**src/rtl/seq_shift_unit_pkg.sv**
```systemverilog
// Shared definitions for the iterative shifter: mode codes and FSM state encoding.
package seq_shift_pkg;

    localparam logic [1:0] MODE_LSL = 2'b00;
    localparam logic [1:0] MODE_LSR = 2'b01;
    localparam logic [1:0] MODE_ASR = 2'b10;
    localparam logic [1:0] MODE_ROL = 2'b11;

    typedef enum logic [1:0] {
        ST_IDLE   = 2'd0,
        ST_SHIFT  = 2'd1,
        ST_FINISH = 2'd2
    } state_t;

endpackage : seq_shift_pkg

```
**src/rtl/seq_shift_unit_if.sv**
```systemverilog
// Request/result bundle for seq_shift_unit.
//
// Handshake: the requester raises init with data_in/amount/mode for one or
// more cycles while busy=0; the edge that samples init=1 in IDLE accepts the
// request. busy is high from the following cycle until the completion cycle,
// in which done pulses for exactly one cycle with out/zero valid. Requests
// presented while busy=1 are dropped, and inputs are free to change once the
// request has been accepted. out/zero hold until the next accepted request.
interface seq_shift_unit_if
    import seq_shift_pkg::*;
#(
    parameter int WIDTH = 8,
    parameter int AMT_W = $clog2(WIDTH)
);

    logic             init;
    logic [WIDTH-1:0] data_in;
    logic [AMT_W-1:0] amount;
    logic [1:0]       mode;
    logic [WIDTH-1:0] out;
    logic             done;
    logic             busy;
    logic             zero;
    state_t           dbg_state;

    modport master (
        output init, data_in, amount, mode,
        input  out, done, busy, zero, dbg_state
    );

    modport slave (
        input  init, data_in, amount, mode,
        output out, done, busy, zero, dbg_state
    );

endinterface : seq_shift_unit_if

```
**src/rtl/seq_shift_unit_shift_step.sv**
```systemverilog
// One single-bit shift/rotate step in the selected mode (purely combinational).
module shift_step
    import seq_shift_pkg::*;
#(
    parameter int WIDTH = 8
) (
    input  logic [WIDTH-1:0] data_i,
    input  logic [1:0]       mode_i,
    output logic [WIDTH-1:0] data_o
);

    // Select the one-position move for the current mode.
    always_comb begin
        data_o = data_i;
        case (mode_i)
            MODE_LSL: data_o = {data_i[WIDTH-2:0], 1'b0};
            MODE_LSR: data_o = {1'b0, data_i[WIDTH-1:1]};
            MODE_ASR: data_o = {data_i[WIDTH-1], data_i[WIDTH-1:1]};
            MODE_ROL: data_o = {data_i[WIDTH-2:0], data_i[WIDTH-1]};
            default:  data_o = data_i;
        endcase
    end

endmodule : shift_step

```
**src/rtl/seq_shift_unit.sv**
```systemverilog
// Iterative multi-mode shifter: latches an operand on init, shifts one bit per
// clock for `amount` cycles, then presents a registered result with a one-cycle
// done pulse. The result register and zero flag hold until the next request.
module seq_shift_unit
    import seq_shift_pkg::*;
#(
    parameter int WIDTH = 8,
    parameter int AMT_W = $clog2(WIDTH)
) (
    input logic              clk,
    input logic              rst,
    seq_shift_unit_if.slave  bus_if
);

    state_t           state_q, state_d;
    logic [WIDTH-1:0] data_q, data_d;
    logic [AMT_W-1:0] cnt_q, cnt_d;
    logic [1:0]       mode_q, mode_d;
    logic [WIDTH-1:0] out_q, out_d;
    logic             done_q, done_d;
    logic             zero_q, zero_d;
    logic [WIDTH-1:0] step_data;

    shift_step #(
        .WIDTH (WIDTH)
    ) u_step (
        .data_i (data_q),
        .mode_i (mode_q),
        .data_o (step_data)
    );

    // State, datapath and result registers; reset aborts any operation.
    always_ff @(posedge clk or posedge rst) begin
        if (rst) begin
            state_q <= ST_IDLE;
            data_q  <= '0;
            cnt_q   <= '0;
            mode_q  <= MODE_LSL;
            out_q   <= '0;
            done_q  <= 1'b0;
            zero_q  <= 1'b1;
        end else begin
            state_q <= state_d;
            data_q  <= data_d;
            cnt_q   <= cnt_d;
            mode_q  <= mode_d;
            out_q   <= out_d;
            done_q  <= done_d;
            zero_q  <= zero_d;
        end
    end

    // Next-state and datapath control. The result is loaded on the same edge
    // that enters FINISH, so it takes the value the data register is about to
    // hold (the fresh operand for amount=0, otherwise the final step).
    always_comb begin
        state_d = state_q;
        data_d  = data_q;
        cnt_d   = cnt_q;
        mode_d  = mode_q;
        out_d   = out_q;
        zero_d  = zero_q;
        done_d  = 1'b0;

        case (state_q)
            ST_IDLE: begin
                if (bus_if.init) begin
                    data_d = bus_if.data_in;
                    mode_d = bus_if.mode;
                    cnt_d  = bus_if.amount;
                    if (bus_if.amount != '0) begin
                        state_d = ST_SHIFT;
                    end else begin
                        state_d = ST_FINISH;
                        out_d   = bus_if.data_in;
                        zero_d  = (bus_if.data_in == '0);
                        done_d  = 1'b1;
                    end
                end
            end
            ST_SHIFT: begin
                data_d = step_data;
                cnt_d  = cnt_q - 1'b1;
                if (cnt_q == {{(AMT_W-1){1'b0}}, 1'b1}) begin
                    state_d = ST_FINISH;
                    out_d   = step_data;
                    zero_d  = (step_data == '0);
                    done_d  = 1'b1;
                end
            end
            ST_FINISH: begin
                state_d = ST_IDLE;
            end
            default: begin
                state_d = ST_IDLE;
            end
        endcase
    end

    assign bus_if.out       = out_q;
    assign bus_if.done      = done_q;
    assign bus_if.zero      = zero_q;
    assign bus_if.busy      = (state_q != ST_IDLE);
    assign bus_if.dbg_state = state_q;

endmodule : seq_shift_unit

```
**src/flat_wrapper.sv**
```systemverilog
// flat-port wrapper written by rule: the top's interface ports become plain ports
module seq_shift_unit_flat import seq_shift_pkg::*;
#(
    parameter int WIDTH = 8,
    parameter int AMT_W = $clog2(WIDTH)
)
  (clk, rst, bus_if_init, bus_if_data_in, bus_if_amount, bus_if_mode, bus_if_out, bus_if_done, bus_if_busy, bus_if_zero, bus_if_dbg_state);
  seq_shift_unit_if #(.WIDTH(WIDTH), .AMT_W(AMT_W)) bus_if_i ();
  input logic clk;
  input logic rst;
  input wire logic [$bits(bus_if_i.init)-1:0] bus_if_init;
  input wire logic [$bits(bus_if_i.data_in)-1:0] bus_if_data_in;
  input wire logic [$bits(bus_if_i.amount)-1:0] bus_if_amount;
  input wire logic [$bits(bus_if_i.mode)-1:0] bus_if_mode;
  output wire logic [$bits(bus_if_i.out)-1:0] bus_if_out;
  output wire logic [$bits(bus_if_i.done)-1:0] bus_if_done;
  output wire logic [$bits(bus_if_i.busy)-1:0] bus_if_busy;
  output wire logic [$bits(bus_if_i.zero)-1:0] bus_if_zero;
  output wire logic [$bits(bus_if_i.dbg_state)-1:0] bus_if_dbg_state;
  assign bus_if_i.init = bus_if_init;
  assign bus_if_i.data_in = bus_if_data_in;
  assign bus_if_i.amount = bus_if_amount;
  assign bus_if_i.mode = bus_if_mode;
  assign bus_if_out = bus_if_i.out;
  assign bus_if_done = bus_if_i.done;
  assign bus_if_busy = bus_if_i.busy;
  assign bus_if_zero = bus_if_i.zero;
  assign bus_if_dbg_state = bus_if_i.dbg_state;
  seq_shift_unit #(.WIDTH(WIDTH), .AMT_W(AMT_W)) u_core (.clk(clk), .rst(rst), .bus_if(bus_if_i));
endmodule
```
**config.mk**
```make
export PLATFORM = sky130hd
export DESIGN_NAME = seq_shift_unit_flat
export DESIGN_NICKNAME = d
export VERILOG_FILES = /design/src/rtl/seq_shift_unit_pkg.sv /design/src/rtl/seq_shift_unit_if.sv /design/src/rtl/seq_shift_unit_shift_step.sv /design/src/rtl/seq_shift_unit.sv /design/src/flat_wrapper.sv
export SDC_FILE = /design/constraint.sdc
export NUM_CORES = 1
export LEC_CHECK = 0
export CAP_MARGIN = 25
export CELL_PAD_IN_SITES_DETAIL_PLACEMENT = 0
export CELL_PAD_IN_SITES_GLOBAL_PLACEMENT = 1
export CORE_MARGIN = 10
export CORE_UTILIZATION = 30
export CTS_BUF_LIST = sky130_fd_sc_hd__clkbuf_16
export CTS_CLUSTER_DIAMETER = 120
export DETAILED_ROUTE_END_ITERATION = 8
export GPL_ROUTABILITY_DRIVEN = 0
export PLACE_DENSITY_LB_ADDON = 0.25
export SYNTH_ARGS = -nofsm -noshare
export SYNTH_HDL_FRONTEND = slang
export SYNTH_SLANG_ARGS = --single-unit
```
**constraint.sdc**
```tcl
create_clock -name clk -period 2.4 [get_ports clk]
set_clock_uncertainty 0.2 [all_clocks]
set_input_delay 0.6 -clock clk [delete_from_list [all_inputs] [get_ports clk]]
set_output_delay 0.6 -clock clk [all_outputs]
set_load 0.05 [all_outputs]
```
; ---- Yosys cells after proc, flatten, opt, wreduce, memory -nomap -nowiden
; Index checks and enable logic that the tools add are counted.
[totals]
regBits = 25
in_bits = 16
output_inout_bits = 13
[classes]
addsub = 1
n_eq_ne = 8
muxes = 21
n_reduce_logical = 11
[op_table]
columns = op, count
row1 = two-way mux 8 bit, 4
row2 = case mux 8 bit (2 select lines), 2
row3 = case mux 8 bit (4 select lines), 1
row4 = logical NOT 8 bit, 2
row5 = two-way mux 1 bit, 6
row6 = two-way mux 2 bit, 3
row7 = case mux 3 bit (2 select lines), 1
row8 = AND reduction 2 bit, 3
row9 = == test 2 x 1 -> 1 bit (second input constant), 2
row10 = == test 2 bit (second input constant), 2
row11 = logical NOT 2 bit, 2
row12 = inequality test 2 bit (second input constant), 2
row13 = case mux 1 bit (2 select lines), 2
row14 = case mux 2 bit (2 select lines), 1
row15 = AND reduction 4 bit, 1
row16 = nonzero test 2 bit, 2
row17 = == test 3 x 1 -> 1 bit (second input constant), 1
row18 = two-way mux 3 bit, 1
row19 = nonzero test 3 bit, 1
row20 = subtractor 3 x 1 -> 3 bit (second input constant), 1
row21 = inequality test 2 x 1 -> 1 bit (second input constant), 1

; ---- Depth between registers and ports, before layout
; Gate-level depths: netlist of run 1.
[logic_depth]
word_depth = 5
ltp_mapped = 6

; ---- Modules after synthesis
; A second synthesis of run 1 with hierarchy kept.
[hier_totals]
hier_cells = 131
hier_area_um2 = 1467.7
[modules_own_cells]
columns = module, instances, cells_per_inst, area_per_inst_um2, seq_area_each_um2
row1 = seq_shift_unit, 1, 116, 1333.8, 626.9
row2 = shift_step, 1, 15, 133.9, 0.0

; ---- Worst setup path before layout of run 1
; Ideal clock, no wire load.
[synth_path]
kind = register to output
start = register u_core.state_q[1], in the netlist u_core.bus_if.dbg_state[1]
end = output port bus_if_busy
arrival_time_ns = 1.470
t_required_ns = 1.600
setup_slack_ns = 0.130
path_stages_with_launch = 4
path_cell_list = dfrtp_1 -> buf_4 -> clkbuf_1 -> or2_2
[synth_between]
elab_chain_cells = 1
[synth_rtl]
columns = item, line
row1 = start: declaration, seq_shift_unit.sv:15  ; state_t state_q, state_d;
row2 = start signal: assignment, seq_shift_unit.sv:43  ; state_q <= state_d;
row3 = nonzero test 2 bit, seq_shift_unit.sv:103  ; assign bus_if.busy = (state_q != ST_IDLE);
row4 = end: declaration, flat_wrapper.sv:17  ; output wire logic [$bits(bus_if_i.busy)-1:0] bus_if_busy;
; Every way passes these cells.

; ---- Worst setup path after layout of run 1
[layout_path]
start = register u_core.out_q[3], in the netlist u_core.bus_if.out[3]
end = output port bus_if_out[3]
[layout_rtl]
columns = item, line
row1 = start: declaration, seq_shift_unit.sv:19  ; logic [WIDTH-1:0] out_q, out_d;
row2 = start signal: assignment, seq_shift_unit.sv:47  ; out_q <= out_d;
row3 = end: declaration, flat_wrapper.sv:15  ; output wire logic [$bits(bus_if_i.out)-1:0] bus_if_out;
; No word-level cell between the ends.

==> impl_metrics.yaml, run 1 <==
clock_network:
  ctsResizeCount: 0
  htree_levels: 1
  cts_setup_buffers: 0
  cts_root_buffer: "clkbuf_16"
  cts_tree: "yes"
  cts_hold_buf: 0
  clk_pin_slew_worst_paths_ns: 0.07
  clock_latency_ns: 0.26
  clockBufferDepth: 2
  cts_sinks: 25
  cts_buffers: 3
sta:
  drv_slew: 0
  max_freq_mhz: 445
  worstMarginPinSlew_ns: 0.501
  min_period_ns: 2.25
  rsz0062_at_grt: "no"
  finalSetupViolCount: 0
  whs_ns: 0.309
  relSlewSlack: 0.665
  hold_viol: 0
  finalSetupTns_ns: 0
  timing.final.crit_share: 0.936
power:
  power.leakage_nw: 0.811
  p_int_mw: 1.70
  pwr-share-seq: 0.291
  combPwrFrac: 0.586
  switching_share: 0.453
  p_switching_mw: 1.40
  pwr_density_cell_nw_per_um2: 1610
  peakVddDrop_mv: 0.602
  clkPwrFrac: 0.123
critical_path:
  rr_worst_depth: 3
  critical-path-top-delay-family: "buffers and inverters"
  crit_type: "reg2out"
  r2r_start: "u_core.bus_if.dbg_state[0]"
  endpoint_kind: "output port"
  critPathMaxStageDelay_ns: 0.81
  crit_buf_inv: 1
  cp_max_fo: 2
  regToRegEndpoint: "u_core.data_q[0]"
  crit_cells: 1
  endpoint: "bus_if_out[3]"
  cp.required_ns: 1.60
  worstPathArrival_ns: 1.45
  r2r_setup_slack_ns: 0.48
  worstPathCellList: "clkdlybuf4s50_1"
  crit_path_start_kind: "flip-flop"
  worstSetupStartpoint: "u_core.bus_if.out[3]"
  crit_slowest_cell: "clkdlybuf4s50_1"
grt:
  top_usage_layer: "met2"
  met3_usage: 0.0324
  grt_pass1_wl_um: 5970
  grt_max_degree: 16
  grt_util_met1: 0.105
  grt_pass1_vias: 1177
  grt_usage: 0.0875
  grt_overflow: 0
  antenna_found_initial: 0
  grt_use_met2: 0.144
routing:
  dr_total_vias: 1095
  drt-wirelength-per-cell_um: 15.2
  wl_um: 3550
  firstDrtPassIters: 4
  viasPerCell: 4.70
  drcViolationCount: 0
  antenna_left: 0
  drt_iter0_markers: 22
yosys:
  ys_warn_count: 0
  synth.distinct_cells: 40
  synthDominantCellAreaShare: 0.411
  syn_inst: 132
  ys_ff_latch: 25
  syn_nets: 150
  avgSynthCellArea_um2: 11.1
  yosys-top-cells-area: "dfrtp_1, mux2_4, mux2_1"
  synth_top_cell_by_area: "dfrtp_1"
  ys_seq_area_frac: 0.429
  syn_area_um2: 1460
finish:
  layout_commonest_cell: "dfrtp_1"
  layout-drive-gt1-share: 0.241
  fin_util: 0.408
  antenna_cells: 0
  final_cells: 233
  final_cell_mix: "dfrtp_1, clkdlybuf4s50_1, nand2_1, buf_4, nor2_1"
  nets: 185
  area_growth_syn_to_layout_pct: 31.9
min_path:
  hold_path_class: "reg2reg"
die:
  boundaryPins: 29
  die_w_um: 89.8
  core-area_um2: 4720
  start_util: 0.310
  die_area_um2: 8070
  fp.dieH_um: 89.8
  fp-row-count: 25
placed_design:
  hpwl_um: 2670
  io_buffers: 28
  dp_cells: 229
job:
  maxCapViolCount: 0
outcome:
  outcome: "completed"
-- how the worst min path moves through the flow --
| stage | startpoint | to | depth (start not counted) | slack [ns] |
|---|---|---|---|---|
| 4_1_cts | u_core.cnt_q[0] | u_core.cnt_q[0] | 1 | 0.31 |
| 6_report | u_core.bus_if.zero | u_core.bus_if.zero | 1 | 0.31 |
| 3_5_place_dp | u_core.bus_if.out[1] | u_core.bus_if.out[1] | 1 | 0.30 |
| 2_1_floorplan | u_core.cnt_q[0] | u_core.cnt_q[0] | 1 | 0.27 |
| 5_1_grt | u_core.bus_if.zero | u_core.bus_if.zero | 1 | 0.33 |
| 3_3_place_gp | u_core.cnt_q[0] | u_core.cnt_q[0] | 1 | 0.30 |
-- power by group through the flow --
stage               clock [mW]  combinational [mW]  sequential [mW]
floorplan                    0                1.14             1.12
global placement             0                1.81            0.896
detailed placement           0                1.83            0.908
CTS                      0.392                1.84            0.904
global route             0.413                1.96            0.941
finish                   0.383                1.82            0.901
-- final cells by class --
class	count	area [µm²]
Fill cell	458	2790
Clock buffer	3	75.1
Clock inverter	1	7.51
Inverter	7	26.3
Sequential cell	25	627
Timing Repair Buffer	37	358
Tap cell	67	83.8
Multi-Input combinational cell	93	752
-- registers in the layout, indices dropped and copies added (netlist names) --
signal	flops
u_core.mode_q	2
u_core.bus_if.dbg_state	2
u_core.bus_if.out	8
u_core.bus_if.zero	1
u_core.cnt_q	3
u_core.bus_if.done	1
u_core.data_q	8
-- kinds of logic (layout without fill, tap and decap cells) --
kind of cell | after synthesis | after routing | synth area share
XOR/XNOR | 2 | 2 | 0.0299
adder cells (fa/ha/maj) | 2 | 2 | 0.0171
AND/OR/NAND/NOR | 43 | 43 | 0.154
flip-flops | 25 | 25 | 0.429
AO/OA/AOI/OAI | 25 | 25 | 0.132
multiplexers | 21 | 21 | 0.181
buffers and inverters | 14 | 48 | 0.0573
-- through the flow --
step | total power [mW] | instance area (µm²) | worst slack [ns]
2_1_floorplan | 2.26 | 1460 | 0.130
6_report | 3.10 | 1930 | 0.153
4_1_cts | 3.14 | 1930 | 0.127
5_1_grt | 3.31 | 1930 | 0.110
3_3_place_gp | 2.71 | 1850 | 0.0555
3_5_place_dp | 2.74 | 1850 | 0.0338
-- cells in the mapped netlist --
master / number
a21oi_1: 6
a2bb2oi_1: 1
a31oi_1: 6
a32oi_1: 1
a32oi_4: 1
buf_2: 1
buf_4: 3
buf_6: 1
buf_8: 1
clkbuf_1: 1
dfrtp_1: 24
dfstp_2: 1
ha_1: 2
inv_1: 7
mux2_1: 7
mux2_2: 5
mux2_4: 8
mux2i_1: 1
nand2_1: 13
nand2b_1: 2
nand3_1: 1
nor2_1: 12
nor2_8: 1
nor2b_1: 1
nor2b_4: 1
nor3_1: 5
nor3b_1: 3
nor4_1: 1
o2111ai_1: 1
o21ai_0: 2
o21bai_1: 1
o22ai_1: 2
o2bb2a_1: 1
o31ai_1: 2
o41ai_2: 1
or2_2: 1
or3_1: 1
or4_1: 1
xnor2_4: 1
xor2_2: 1
-- per-layer routing --
| metal | up-vias | wire length [µm] |
|---|---|---|
| met5 | - | 0 |
| met4 | 0 | 17 |
| met3 | 2 | 203 |
| met2 | 18 | 1680 |
| met1 | 538 | 1640 |
| li1 | 537 | - |
Power figures use the tool's default switching activity.
==> run 2, diff against run 1 <==
--- a/config.mk
+++ b/config.mk
@@ -8,6 +8,7 @@
 export CAP_MARGIN = 25
 export CELL_PAD_IN_SITES_DETAIL_PLACEMENT = 0
 export CELL_PAD_IN_SITES_GLOBAL_PLACEMENT = 1
+export CORE_ASPECT_RATIO = 0.5
 export CORE_MARGIN = 10
 export CORE_UTILIZATION = 30
 export CTS_BUF_LIST = sky130_fd_sc_hd__clkbuf_16
==> run 2 against run 1 <==
  * Sequential power increased by 0.7%
  * Die area increased by 2.1%
  * Cell count decreased by 1.3%
  * Count of clock-buffer cells in the layout unchanged
  * Critical path type unchanged
  * Critical endpoint is now bus_if_out[2]
  * Largest cell class unchanged
  * Largest power group unchanged
  * Highest routed layer unchanged
==> impl_metrics.yaml, run 2 (synthesis results as in run 1) <==
grt:
  grt_max_degree: 26
  grt_pass1_wl_um: 5660
  grt_pass1_vias: 1151
  grt_overflow: 0
  grt_usage: 0.0813
  antenna_found_initial: 0
critical_path:
  worstPathCellList: "clkdlybuf4s50_1"
  crit_slowest_cell: "clkdlybuf4s50_1"
  cp.required_ns: 1.60
  critical-path-top-delay-family: "buffers and inverters"
  worstPathArrival_ns: 1.42
  crit_path_start_kind: "flip-flop"
  crit_buf_inv: 1
  cp_max_fo: 2
  critPathMaxStageDelay_ns: 0.81
  endpoint_kind: "output port"
  crit_type: "reg2out"
routing:
  antenna_left: 0
  drt_iter0_markers: 37
  wl_met2_um: 1420
  wl_met1_um: 1590
  highest_layer: "met4"
  wl_um: 3180
  dr_total_vias: 1048
  drt-wirelength-per-cell_um: 13.8
  wl_met3_um: 138
  firstDrtPassIters: 3
  viasPerCell: 4.56
  drcViolationCount: 0
power:
  fin_total_pwr_mw: 3.07
  peakVddDrop_mv: 0.470
  power.leakage_nw: 0.808
  pwr_density_cell_nw_per_um2: 1590
sta:
  finalSetupViolCount: 0
  rsz0062_at_grt: "no"
  timing.final.crit_share: 0.924
  relSlewSlack: 0.637
  whs_ns: 0.308
  min_period_ns: 2.22
  hold_viol: 0
  drv_slew: 0
  worstMarginPinSlew_ns: 0.544
  finalSetupTns_ns: 0
  max_freq_mhz: 451
finish:
  stdcell_area_um2: 1930
  area_growth_syn_to_layout_pct: 31.7
  fin_util: 0.423
  antenna_cells: 0
  nets: 183
  n_fill_cell: 440
  layout-drive-gt1-share: 0.213
  final_cell_mix: "clkdlybuf4s50_1, dfrtp_1, nand2_1"
clock_network:
  clock_latency_ns: 0.25
  cts_root_buffer: "clkbuf_16"
  cts_sinks: 25
  clockBufferDepth: 2
  cts_buffers: 3
  cts_hold_buf: 0
  clk_pin_slew_worst_paths_ns: 0.06
  ctsResizeCount: 0
  htree_levels: 1
  cts_setup_buffers: 0
  cts_tree: "yes"
die:
  fp.dieH_um: 69.4
  core-area_um2: 4550
  die_area_um2: 8240
  fp-row-count: 17
  start_util: 0.321
  die_w_um: 119
  boundaryPins: 29
outcome:
  outcome: "completed"
min_path:
  hold_path_class: "reg2reg"
placed_design:
  io_buffers: 28
  hpwl_um: 2420
  placed_cell_area_um2: 1850
job:
  maxCapViolCount: 0
## run 2: per-layer routing
| layer | global-route usage | vias up |
|---|---|---|
| met5 | 0 | - |
| met4 | 0.0200 | 0 |
| met3 | 0.0283 | 2 |
| met1 | 0.104 | 505 |
| met2 | 0.127 | 12 |
| li1 | - | 529 |
## run 2: final timing paths
path	startpoint	endpoint	slack (ns)	cells past startpoint
max	u_core.bus_if.out[2]	bus_if_out[2]	0.18	1
min	u_core.bus_if.out[7]	u_core.bus_if.out[7]	0.31	1
max reg2reg	u_core.bus_if.dbg_state[0]	u_core.data_q[2]	0.46	3
min reg2reg	u_core.bus_if.out[7]	u_core.bus_if.out[7]	0.31	1
max in group asynchronous	rst	u_core.bus_if.zero	1.22	3
min in group asynchronous	rst	u_core.bus_if.out[5]	0.49	3
## run 2: per-stage QoR
| stage | worst slack (ns) | std cells |
|---|---|---|
| finish | 0.182 | 230 |
| global route | 0.120 | 230 |
| CTS | 0.161 | 230 |
| detailed placement | 0.0159 | 226 |
| global placement | 0.0390 | 226 |
| floorplan | 0.130 | 132 |
## run 2: layout make-up
class,count,area (µm²),area share
multi-input cells,93,752,0.390
flip-flops and latches,25,627,0.325
repair buffers,35,360,0.187
well taps,66,82.6,0.0429
clock buffers,3,75.1,0.0390
inverters,7,26.3,0.0136
clock inverters,1,3.75,0.00195
## run 2: power by group
part           internal (mW)  switching, mW  total (mW)
sequential             0.645          0.262       0.907
clock                  0.222          0.137       0.360
combinational          0.840          0.965        1.81
total                   1.71           1.36        3.07
